### config.mk
export PLATFORM = sky130hd
export DESIGN_NAME = bmp180_calib_wr
export DESIGN_NICKNAME = d
export VERILOG_FILES = /design/src/rtl/bmp180_calib_wr.sv
export SDC_FILE = /design/constraint.sdc
export NUM_CORES = 1
export LEC_CHECK = 0
export BUFFER_PORTS_ARGS = -buffer_cell sky130_fd_sc_hd__buf_2
export CORE_MARGIN = 5
export CORE_UTILIZATION = 30
export DETAILED_ROUTE_END_ITERATION = 10
export PLACE_DENSITY = 0.51
export SYNTH_ARGS = -nofsm -noshare
export SYNTH_HDL_FRONTEND = slang
export SYNTH_SLANG_ARGS = --single-unit
### constraint.sdc
create_clock -name CLK -period 1.6 [get_ports CLK]
set_clock_uncertainty 0.15 [all_clocks]
set_input_delay 0.16 -clock CLK [delete_from_list [all_inputs] [get_ports CLK]]
set_output_delay 0.16 -clock CLK [all_outputs]
set_load 0.02 [all_outputs]
### src/rtl/bmp180_calib_wr.sv
// BMP180 calibration loader: packs MSB/LSB byte pairs into NUM_WORDS RAM writes.
// Optional macro CALIB_CHECK_EN flags 16'h0000 / 16'hFFFF coefficients on O_ERR.
module bmp180_calib_wr #(
    parameter int unsigned DATA_OPM_SZ = 16,
    parameter int unsigned ADDR_OPM_SZ = 4,
    parameter int unsigned NUM_WORDS   = 11
) (
    input  logic                   CLK,
    input  logic                   RST_n,
    input  logic                   I_START,
    input  logic                   I_ABORT,
    input  logic [7:0]             I_BYTE,
    input  logic                   I_BYTE_VLD,
    output logic                   O_WE,
    output logic [ADDR_OPM_SZ-1:0] O_ADDR_OPM,
    output logic [DATA_OPM_SZ-1:0] O_DATA_WR_OPM,
    output logic                   O_BUSY,
    output logic                   O_DONE,
    output logic                   O_ERR
);

    localparam logic [ADDR_OPM_SZ-1:0] LAST_IDX = ADDR_OPM_SZ'(NUM_WORDS - 1);

    typedef enum logic [1:0] {
        IDLE = 2'd0,
        MSB  = 2'd1,
        LSB  = 2'd2,
        DONE = 2'd3
    } state_t;

    state_t                 r_state;
    logic [ADDR_OPM_SZ-1:0] r_cnt;
    logic [7:0]             r_msb;

    logic                   w_start_acc;
    logic                   w_word_wr;
    logic [DATA_OPM_SZ-1:0] w_word;

    assign w_start_acc = (r_state == IDLE) && I_START;
    // Abort wins over a byte arriving on the same cycle.
    assign w_word_wr   = (r_state == LSB) && !I_ABORT && I_BYTE_VLD;
    assign w_word      = DATA_OPM_SZ'({r_msb, I_BYTE});

    always_ff @(posedge CLK or negedge RST_n) begin
        if (!RST_n) begin
            r_state       <= IDLE;
            r_cnt         <= '0;
            r_msb         <= '0;
            O_WE          <= 1'b0;
            O_ADDR_OPM    <= '0;
            O_DATA_WR_OPM <= '0;
            O_BUSY        <= 1'b0;
            O_DONE        <= 1'b0;
        end else begin
            O_WE   <= 1'b0;
            O_DONE <= 1'b0;
            case (r_state)
                IDLE: begin
                    if (w_start_acc) begin
                        r_state <= MSB;
                        r_cnt   <= '0;
                        O_BUSY  <= 1'b1;
                    end
                end
                MSB: begin
                    if (I_ABORT) begin
                        r_state <= IDLE;
                        O_BUSY  <= 1'b0;
                    end else if (I_BYTE_VLD) begin
                        r_msb   <= I_BYTE;
                        r_state <= LSB;
                    end
                end
                LSB: begin
                    if (I_ABORT) begin
                        r_state <= IDLE;
                        O_BUSY  <= 1'b0;
                    end else if (w_word_wr) begin
                        O_WE          <= 1'b1;
                        O_ADDR_OPM    <= r_cnt;
                        O_DATA_WR_OPM <= w_word;
                        // Returning straight to MSB lets a byte during O_WE start the next word.
                        if (r_cnt == LAST_IDX) begin
                            r_state <= DONE;
                            O_BUSY  <= 1'b0;
                        end else begin
                            r_cnt   <= r_cnt + ADDR_OPM_SZ'(1);
                            r_state <= MSB;
                        end
                    end
                end
                DONE: begin
                    O_DONE  <= 1'b1;
                    r_state <= IDLE;
                end
                default: r_state <= IDLE;
            endcase
        end
    end

`ifdef CALIB_CHECK_EN
    // Sticky flag for erased/unprogrammed coefficients; the word is still written.
    always_ff @(posedge CLK or negedge RST_n) begin
        if (!RST_n) begin
            O_ERR <= 1'b0;
        end else if (w_start_acc) begin
            O_ERR <= 1'b0;
        end else if (w_word_wr && ((w_word == '0) || (w_word == '1))) begin
            O_ERR <= 1'b1;
        end
    end
`else
    assign O_ERR = 1'b0;
`endif

endmodule

Yosys cells after proc, flatten, opt, wreduce, memory -nomap -nowiden

Index checks and enable logic that the tools add are counted.

Flip-flop bits (word level): 37
Input bits: 13
Output and inout bits: 24
Word-level logic and storage cells: 56

Add/sub/neg operators: 1
Equality and inequality tests: 12
Multiplexer cells: 22
Bitwise gates (word level): 1
Reductions and logical operators: 12

Operators with widths:

| cell                                                                     | count |
|---|---|
| 4-bit two-way mux                                                        | 4 |
| 2-bit two-way mux                                                        | 6 |
| 2-bit inequality test (second input constant)                            | 5 |
| 5-bit AND reduction                                                      | 2 |
| 1-bit two-way mux                                                        | 9 |
| 3-bit AND reduction                                                      | 3 |
| 2-bit case mux with 4 select lines                                       | 1 |
| 4-bit case mux with 2 select lines                                       | 1 |
| 3-bit inequality test (second input constant)                            | 2 |
| 4-bit by 1-bit adder with 4-bit output (second input constant)           | 1 |
| 2-bit == test (second input constant)                                    | 2 |
| 4-bit == test (second input constant)                                    | 1 |
| 1-bit logical AND                                                        | 3 |
| 3-bit by 2-bit inequality test with 1-bit output (second input constant) | 1 |
| 1-bit case mux with 3 select lines                                       | 1 |
| 3-bit nonzero test                                                       | 1 |
| 2-bit by 1-bit == test with 1-bit output (second input constant)         | 1 |
| 2-bit logical NOT                                                        | 1 |
| 2-bit nonzero test                                                       | 1 |
| 1-bit logical NOT                                                        | 1 |
| 1-bit inverter                                                           | 1 |

Depth between registers and ports, before layout

Gate-level depths: netlist of run 1.

Word-level depth: 6
Depth in mapped cells: 9
Depth with buffers taken out: 7

Least setup slack after synthesis of run 1

OpenSTA, ideal clock, no wires.

Path type: register to register
Start point: register r_state[0]
End point: register r_cnt[3]
Arrival time: 1.430 ns
Required time: 1.324 ns
Setup slack: -0.106 ns
Stages on the path, launching flop included: 8
Buffers on the path: 1
Clock period less this slack: 1.706 ns
Cells stage by stage: dfrtp_1 inv_1 ha_1 buf_4 nand3b_4 o21ai_1 a21oi_1 a311o_1

Word-level cells in the longest chain between the ends: 5

RTL lines:

| what                                   | RTL line | text |
|---|---|---|
| start: declaration                     | 31       | `state_t r_state;` |
| start signal: assignment               | 46       | `r_state <= IDLE;` |
| start signal: assignment               | 60       | `r_state <= MSB;` |
| start signal: assignment               | 67       | `r_state <= IDLE;` |
| 2-bit == test                          | 41, 57   |  |
| 1-bit logical AND (2 in a row)         | 41       | `assign w_word_wr = (r_state == LSB) && !I_ABORT && I_BYTE_VLD;` |
| 2-bit inequality test (no source line) | -        |  |
| 5-bit AND reduction (no source line)   | -        |  |
| end signal: assignment                 | 87       | `r_cnt <= r_cnt + ADDR_OPM_SZ'(1);` |
| end: declaration                       | 32       | `logic [ADDR_OPM_SZ-1:0] r_cnt;` |

Several ways; a longest one is shown, not always the timed one.
A chain may end at the register's enable or synchronous reset.

Worst setup path after layout of run 1

Ends and elaborated chain as after synthesis.

==> metrics.txt, run 1 <==
status=complete, but fails checks; violated checks=negative setup slack; area of the die=around 7100 um2; cells taking the most area after synthesis=sky130_fd_sc_hd__dfrtp_1 56%, sky130_fd_sc_hd__nand2_1 14%, sky130_fd_sc_hd__ha_1 6.0%; Final HPWL DP=2.579 mm; setup violators final=1; cell family contributing the most delay on the critical path=compound AO/OA/AOI/OAI gates; number of antenna violations at the first check in global routing=0; final estimated routing congestion in global placement=0.7903; Post-Syn Nets=186; largest net degree at the start of global routing=38; number of buffers on the longest clock path=2; core footprint=5439 um2; synthesized flop and latch total=37; maximum cell stage delay along the critical path=about 400 ps; Pleak=~1.2 nW; setup tns final=-15.51 ps; Post-route DRC=0; CTS root buffer=sky130_fd_sc_hd__clkbuf_8; worst hold path type=input port to register; placed inst area=2028 um2; Final Max Tran Viols=0; count of filler cells inserted in the layout=about 540; number of vias per cell=between 4 and 5; Ports=37; synthesized instance count=between 150 and 200; routed len/inst=roughly 12 um; overall die width=84.51 um; first-pass GRT wire length=about 6.2 mm; number of flops mapped to enable cells by yosys=0; sum of overflow across all layers after global routing=0; top achievable clock speed=0.6190 GHz; post-place setup slack=-27.71 ps; endpoint required time on the critical path=1620 ps; total power density per cell area=1704 nW/um2; fraction of post-synthesis cell area in the top cell type by area=a little under three fifths; Maximum Capacitance Violations=0; hold violation count in the final report=0; final wirelength=3.654 mm; most repeated cell in the gate-level netlist after synthesis=sky130_fd_sc_hd__nand2_1; worst-case hold slack=roughly 45 ps; async set or reset register ratio after synthesis=100.0%; Synth Warn #=0; Peak supply drop=approximately 0.67 mV; series of cell instances along the critical path=inv_2 -> ha_4 -> nand4_1 -> o211ai_1 -> o21ai_2 -> a311o_1; Total Power Consumption=between 3 and 4 mW; vias after detailed routing=approximately 1,300; number of antenna cells inserted=0; commonest cells in the netlist=60 x sky130_fd_sc_hd__nand2_1, 37 x sky130_fd_sc_hd__dfrtp_1, 8 x sky130_fd_sc_hd__ha_1, 8 x sky130_fd_sc_hd__inv_1, 8 x sky130_fd_sc_hd__mux2_2; type of element capturing the critical path=register; CTS tree=built; Initial Util=a little under a third; final critical-path share of the clock period=101.0%; startpoint type of the worst setup path=register; CTS sink count=37; Synth Area per Inst=a little over 10 um2; clk slew on worst S/H paths=70 ps; violation count after the first detailed-routing iteration=just under 70; placed cell count=~280; end-of-flow core utilization=around 43%; worst path buffer plus inverter count=1; Slowest cell on crit path=sky130_fd_sc_hd__dfrtp_1; total iterations of the first detailed-routing run=4; Setup Crit Path Kind=register to register; All-Layer GR Usage=a little over a tenth; num rows=27; via count of the first global-routing pass=1,301; deepest level of the CTS H-tree=2; Num CTS Buffers=5; final std cell area, no fill=about 2300 um2; worst setup slack after layout=-15.51 ps; overall die height=around 85 um; Worst-Skew Late Latency=about 290 ps; post-synthesis cell type count=29; top cell type by total area after synthesis=sky130_fd_sc_hd__dfrtp_1; area added between synthesis and finish=40.80%; sequential element share of the synthesized area=between 50% and 60%; post-synthesis instance area=1665 um2; endpoint arrival time on the critical path=1640 ps; filler-free cell count of the finished design=303; largest driver fanout on the critical path=4; main flop type after synthesis=sky130_fd_sc_hd__dfrtp_1; minimum clock period=1616 ps; share of layout cells above drive strength 1=between 40% and 50%; ANT nets after route=0; final layout net count=between 200 and 300; setup repair after global routing missed its margin=true; I/O Buffers=35
==> cells in the final DEF, fill, tap and decap left out, types with 2 or more instances in the layout <==
| master | Yosys | layout |
|---|---|---|
| sky130_fd_sc_hd__nand2_1 | 60 | 58 |
| sky130_fd_sc_hd__dfrtp_1 | 37 | 37 |
| sky130_fd_sc_hd__buf_2 | 0 | 35 |
| sky130_fd_sc_hd__buf_4 | 4 | 19 |
| sky130_fd_sc_hd__dlygate4sd3_1 | 0 | 9 |
| sky130_fd_sc_hd__mux2_2 | 8 | 8 |
| sky130_fd_sc_hd__inv_1 | 8 | 5 |
| sky130_fd_sc_hd__clkbuf_8 | 0 | 5 |
| sky130_fd_sc_hd__o21ai_2 | 0 | 4 |
| sky130_fd_sc_hd__ha_1 | 8 | 4 |
| sky130_fd_sc_hd__inv_2 | 0 | 3 |
| sky130_fd_sc_hd__o21ai_0 | 5 | 3 |
| sky130_fd_sc_hd__nand2_2 | 1 | 3 |
| sky130_fd_sc_hd__ha_2 | 0 | 3 |
| sky130_fd_sc_hd__o221ai_1 | 2 | 2 |
| sky130_fd_sc_hd__nand2b_1 | 3 | 2 |
| sky130_fd_sc_hd__a21oi_2 | 0 | 2 |
| sky130_fd_sc_hd__a21oi_1 | 4 | 2 |
| sky130_fd_sc_hd__o211ai_1 | 2 | 2 |
| sky130_fd_sc_hd__buf_6 | 0 | 2 |
==> where the power goes <==
part / internal, mW / leakage (nW) / total (mW) / switching (mW)
logic: 0.755 / 0.713 / 1.72 / 0.967
registers: 1.31 / 0.482 / 1.50 / 0.190
clock network: 0.453 / 0.0540 / 0.773 / 0.321
total: 2.52 / 1.25 / 3.99 / 1.48
==> sequential cells by signal, indices dropped and copies added (netlist names) <==
name / cells
O_ADDR_OPM: 4
O_BUSY: 1
O_DATA_WR_OPM: 16
O_DONE: 1
O_WE: 1
r_cnt: 4
r_msb: 8
r_state: 2
==> path summary, 6_finish.rpt <==
| kind | startpoint | to | slack, ps | depth (start not counted) |
|---|---|---|---|---|
| min in group asynchronous | RST_n | O_BUSY | 280 | 3 |
| max | r_state[0] | r_cnt[3] | -20 | 6 |
| max in group asynchronous | RST_n | O_ADDR_OPM[1] | 680 | 3 |
| max reg2reg | r_state[0] | r_cnt[3] | -20 | 6 |
| min | I_ABORT | r_state[1] | 40 | 2 |
| min reg2reg | r_msb[1] | O_DATA_WR_OPM[9] | 320 | 2 |
==> final cells by class <==
| class | instances | area (um2) | share of cell area, % |
|---|---|---|---|
| well taps | 72 | 90.09 | 3.842 |
| repair buffers | 65 | 430.4 | 18.36 |
| clock buffers | 5 | 68.82 | 2.935 |
| multi-input cells | 114 | 764.5 | 32.60 |
| flip-flops and latches | 37 | 925.9 | 39.49 |
| inverters | 8 | 30.03 | 1.281 |
| clock inverters | 2 | 35.03 | 1.494 |
==> per-layer routing <==
metal | track usage, % | part of all wire (%)
met2 | 16.87 | 48
met5 | 0 | 0
met4 | 6.906 | 2.8
met1 | 13.96 | 45
met3 | 2.453 | 4.3
==> cell families (layout without fill, tap and decap cells) <==
family / after synthesis / after routing / share of synthesized area (%)
AOI/OAI and AO/OA: 23 / 23 / 9.166
adders and majority gates: 8 / 8 / 6.011
buffers and inverters: 14 / 80 / 4.057
DFF: 37 / 37 / 55.60
muxes: 8 / 8 / 5.410
other: 1 / 1 / 0.2252
and+or+nand+nor: 74 / 74 / 19.54
==> worst reg2reg max path, stage by stage, from the launching register on <==
cell	delay [ps]
sky130_fd_sc_hd__dfrtp_1	400
sky130_fd_sc_hd__inv_2	100
sky130_fd_sc_hd__ha_4	170
sky130_fd_sc_hd__nand4_1	110
sky130_fd_sc_hd__o211ai_1	220
sky130_fd_sc_hd__o21ai_2	80
sky130_fd_sc_hd__a311o_1	270
==> repair_timing <==
action,CTS,global route
endpoints found under the hold margin,53,0
cloned,0,0
pin swaps,5,7
gates resized for setup,4,20
hold buffers,9,0
setup endpoints to repair,3,15
setup buffers,4,2
(Power assumes the default switching activity.)
==> run 2, diff against run 1 <==
--- a/config.mk
+++ b/config.mk
@@ -6,10 +6,12 @@
 export NUM_CORES = 1
 export LEC_CHECK = 0
 export BUFFER_PORTS_ARGS = -buffer_cell sky130_fd_sc_hd__buf_2
+export CELL_PAD_IN_SITES_DETAIL_PLACEMENT = 1
+export CELL_PAD_IN_SITES_GLOBAL_PLACEMENT = 1
 export CORE_MARGIN = 5
 export CORE_UTILIZATION = 30
 export DETAILED_ROUTE_END_ITERATION = 10
-export PLACE_DENSITY = 0.51
+export PLACE_DENSITY = 0.63
 export SYNTH_ARGS = -nofsm -noshare
 export SYNTH_HDL_FRONTEND = slang
 export SYNTH_SLANG_ARGS = --single-unit
==> metrics.txt, run 2 (synthesized netlist as in run 1, its figures left out) <==
type of element capturing the critical path=register (unchanged); hold violation count in the final report=0 (unchanged); violation count after the first detailed-routing iteration=30 (was 69); minimum clock period=1663 ps (was 1616 ps); Largest register FFs=16 (unchanged); ANT nets after route=0 (unchanged); largest driver fanout on the critical path=6 (was 4); area added between synthesis and finish=37.11% (was 40.80%); Post-route DRC=0 (unchanged); CTS tree=built (unchanged); total power density per cell area=1646 nW/um2 (was 1704 nW/um2); final wirelength=4.200 mm (was 3.654 mm); status=complete, but fails checks (unchanged); Final HPWL DP=3.066 mm (was 2.579 mm); first-pass GRT wire length=7.403 mm (was 6.223 mm); endpoint arrival time on the critical path=1680 ps (was 1640 ps); register containing the most flip-flops in the final layout=O_DATA_WR_OPM (unchanged); setup violators final=3 (was 1); final estimated routing congestion in global placement=0.7972 (was 0.7903); share of layout cells above drive strength 1=37.55% (was 41.56%); Worst-Skew Late Latency=280 ps (was 290 ps); via count of the first global-routing pass=1,577 (was 1,301); end-of-flow core utilization=41.98% (was 43.11%); top achievable clock speed=0.6013 GHz (was 0.6190 GHz); num rows=27 (unchanged); startpoint type of the worst setup path=register (unchanged); area of the die=7141 um2 (unchanged); post-place setup slack=-146.7 ps (was -27.71 ps); total iterations of the first detailed-routing run=4 (unchanged); number of antenna violations at the first check in global routing=0 (unchanged); sum of overflow across all layers after global routing=0 (unchanged); number of vias per cell=4.561 (was 4.403); Pleak=1.225 nW (was 1.248 nW); CTS sink count=37 (unchanged); CTS root buffer=sky130_fd_sc_hd__clkbuf_8 (unchanged); largest net degree at the start of global routing=38 (unchanged); final critical-path share of the clock period=103.9% (was 101.0%); worst hold path type=input port to register (unchanged); Final Max Tran Viols=0 (unchanged); core footprint=5439 um2 (unchanged); registers with the most flip-flops=O_DATA_WR_OPM: 16 flops, r_msb: 8 flops (unchanged); worst-case hold slack=21.82 ps (was 44.64 ps); overall die width=84.51 um (unchanged); Critical path origin=r_cnt[0] (was r_state[0]); deepest level of the CTS H-tree=2 (unchanged); most common cell after layout, fill and taps aside=sky130_fd_sc_hd__nand2_1 (unchanged); All-Layer GR Usage=12.67% (was 11.00%); overall die height=84.51 um (unchanged); violated checks=negative setup slack (unchanged); I/O Buffers=35 (unchanged); most frequent cells in the layout=60 x sky130_fd_sc_hd__nand2_1, 37 x sky130_fd_sc_hd__dfrtp_1, 35 x sky130_fd_sc_hd__buf_2 (was 58 x sky130_fd_sc_hd__nand2_1, 37 x sky130_fd_sc_hd__dfrtp_1, 35 x sky130_fd_sc_hd__buf_2); worst setup slack after layout=-62.95 ps (was -15.51 ps); final layout net count=249 (was 252); routed len/inst=13.95 um (was 12.06 um); setup tns final=-83.31 ps (was -15.51 ps); clk slew on worst S/H paths=70 ps (about the same); number of buffers on the longest clock path=2 (unchanged); Setup Crit Path Kind=register to register (unchanged); Num CTS Buffers=5 (unchanged); vias after detailed routing=1,373 (was 1,334); startpoint of the lowest-slack hold path=I_ABORT (unchanged); endpoint required time on the critical path=1620 ps (about the same); Crit Reg-Reg Startpoint=r_cnt[0] (was r_state[0]); Ports=37 (unchanged); number of antenna cells inserted=0 (unchanged); Peak supply drop=0.5086 mV (was 0.6724 mV); setup repair after global routing missed its margin=true (unchanged); Initial Util=30.62% (unchanged); Maximum Capacitance Violations=0 (unchanged); R2R setup slack=-60 ps (was -20 ps)
## run 2: cell type report
cell class | count | area, um2
fillers | 639 | 3156
well taps | 72 | 90.09
inverters | 8 | 32.53
flip-flops and latches | 37 | 925.9
clock buffers | 6 | 72.57
repair buffers | 62 | 411.6
clock inverters | 2 | 10.01
multi-input cells | 114 | 740.7
## run 2: final timing paths
check,to,cells past startpoint
worst max-delay path,r_cnt[3],6
worst min-delay path,r_state[1],2
worst max register to register,r_cnt[3],6
worst min register to register,O_DATA_WR_OPM[15],2
max in group asynchronous,r_msb[4],3
min in group asynchronous,O_DATA_WR_OPM[11],3
## run 2: report_power, final
part	switching, mW	internal [mW]
Combinational	0.940	0.702
Clock	0.314	0.302
Sequential	0.194	1.31
## run 2: what timing repair did
item                                    in CTS  in global routing
hold buffers                                 9                  0
gates cloned                                 0                  0
resized for setup                            6                 10
setup buffers                                4                  2
endpoints found under the setup margin      14                 18
pin swaps                                    5                  3
endpoints found under the hold margin       51                  0
## run 2: worst max-delay path, cell delays in order (launching register included)
cell                      delay [ps]
sky130_fd_sc_hd__dfrtp_1         370
sky130_fd_sc_hd__inv_2            50
sky130_fd_sc_hd__ha_1            180
sky130_fd_sc_hd__and3b_2         270
sky130_fd_sc_hd__o21ai_1         180
sky130_fd_sc_hd__a21oi_2          70
sky130_fd_sc_hd__a311o_1         310
## run 2: stage by stage
step	power (mW)	area, um2	instances
detailed placement	3.055	2006	278
global route	4.058	2283	301
floorplan	2.445	1692	165
global placement	2.992	2006	278
finish	3.759	2283	301
CTS	3.790	2236	299
## run 2: metal layers
layer  global-route usage (%)  vias up  wire length (um)
li1                         -      662                 -
met1                    15.17      677              1803
met2                    22.63       29              2164
met3                    2.944        5               189
met4                    3.453        0                42
met5                        0        -                 0
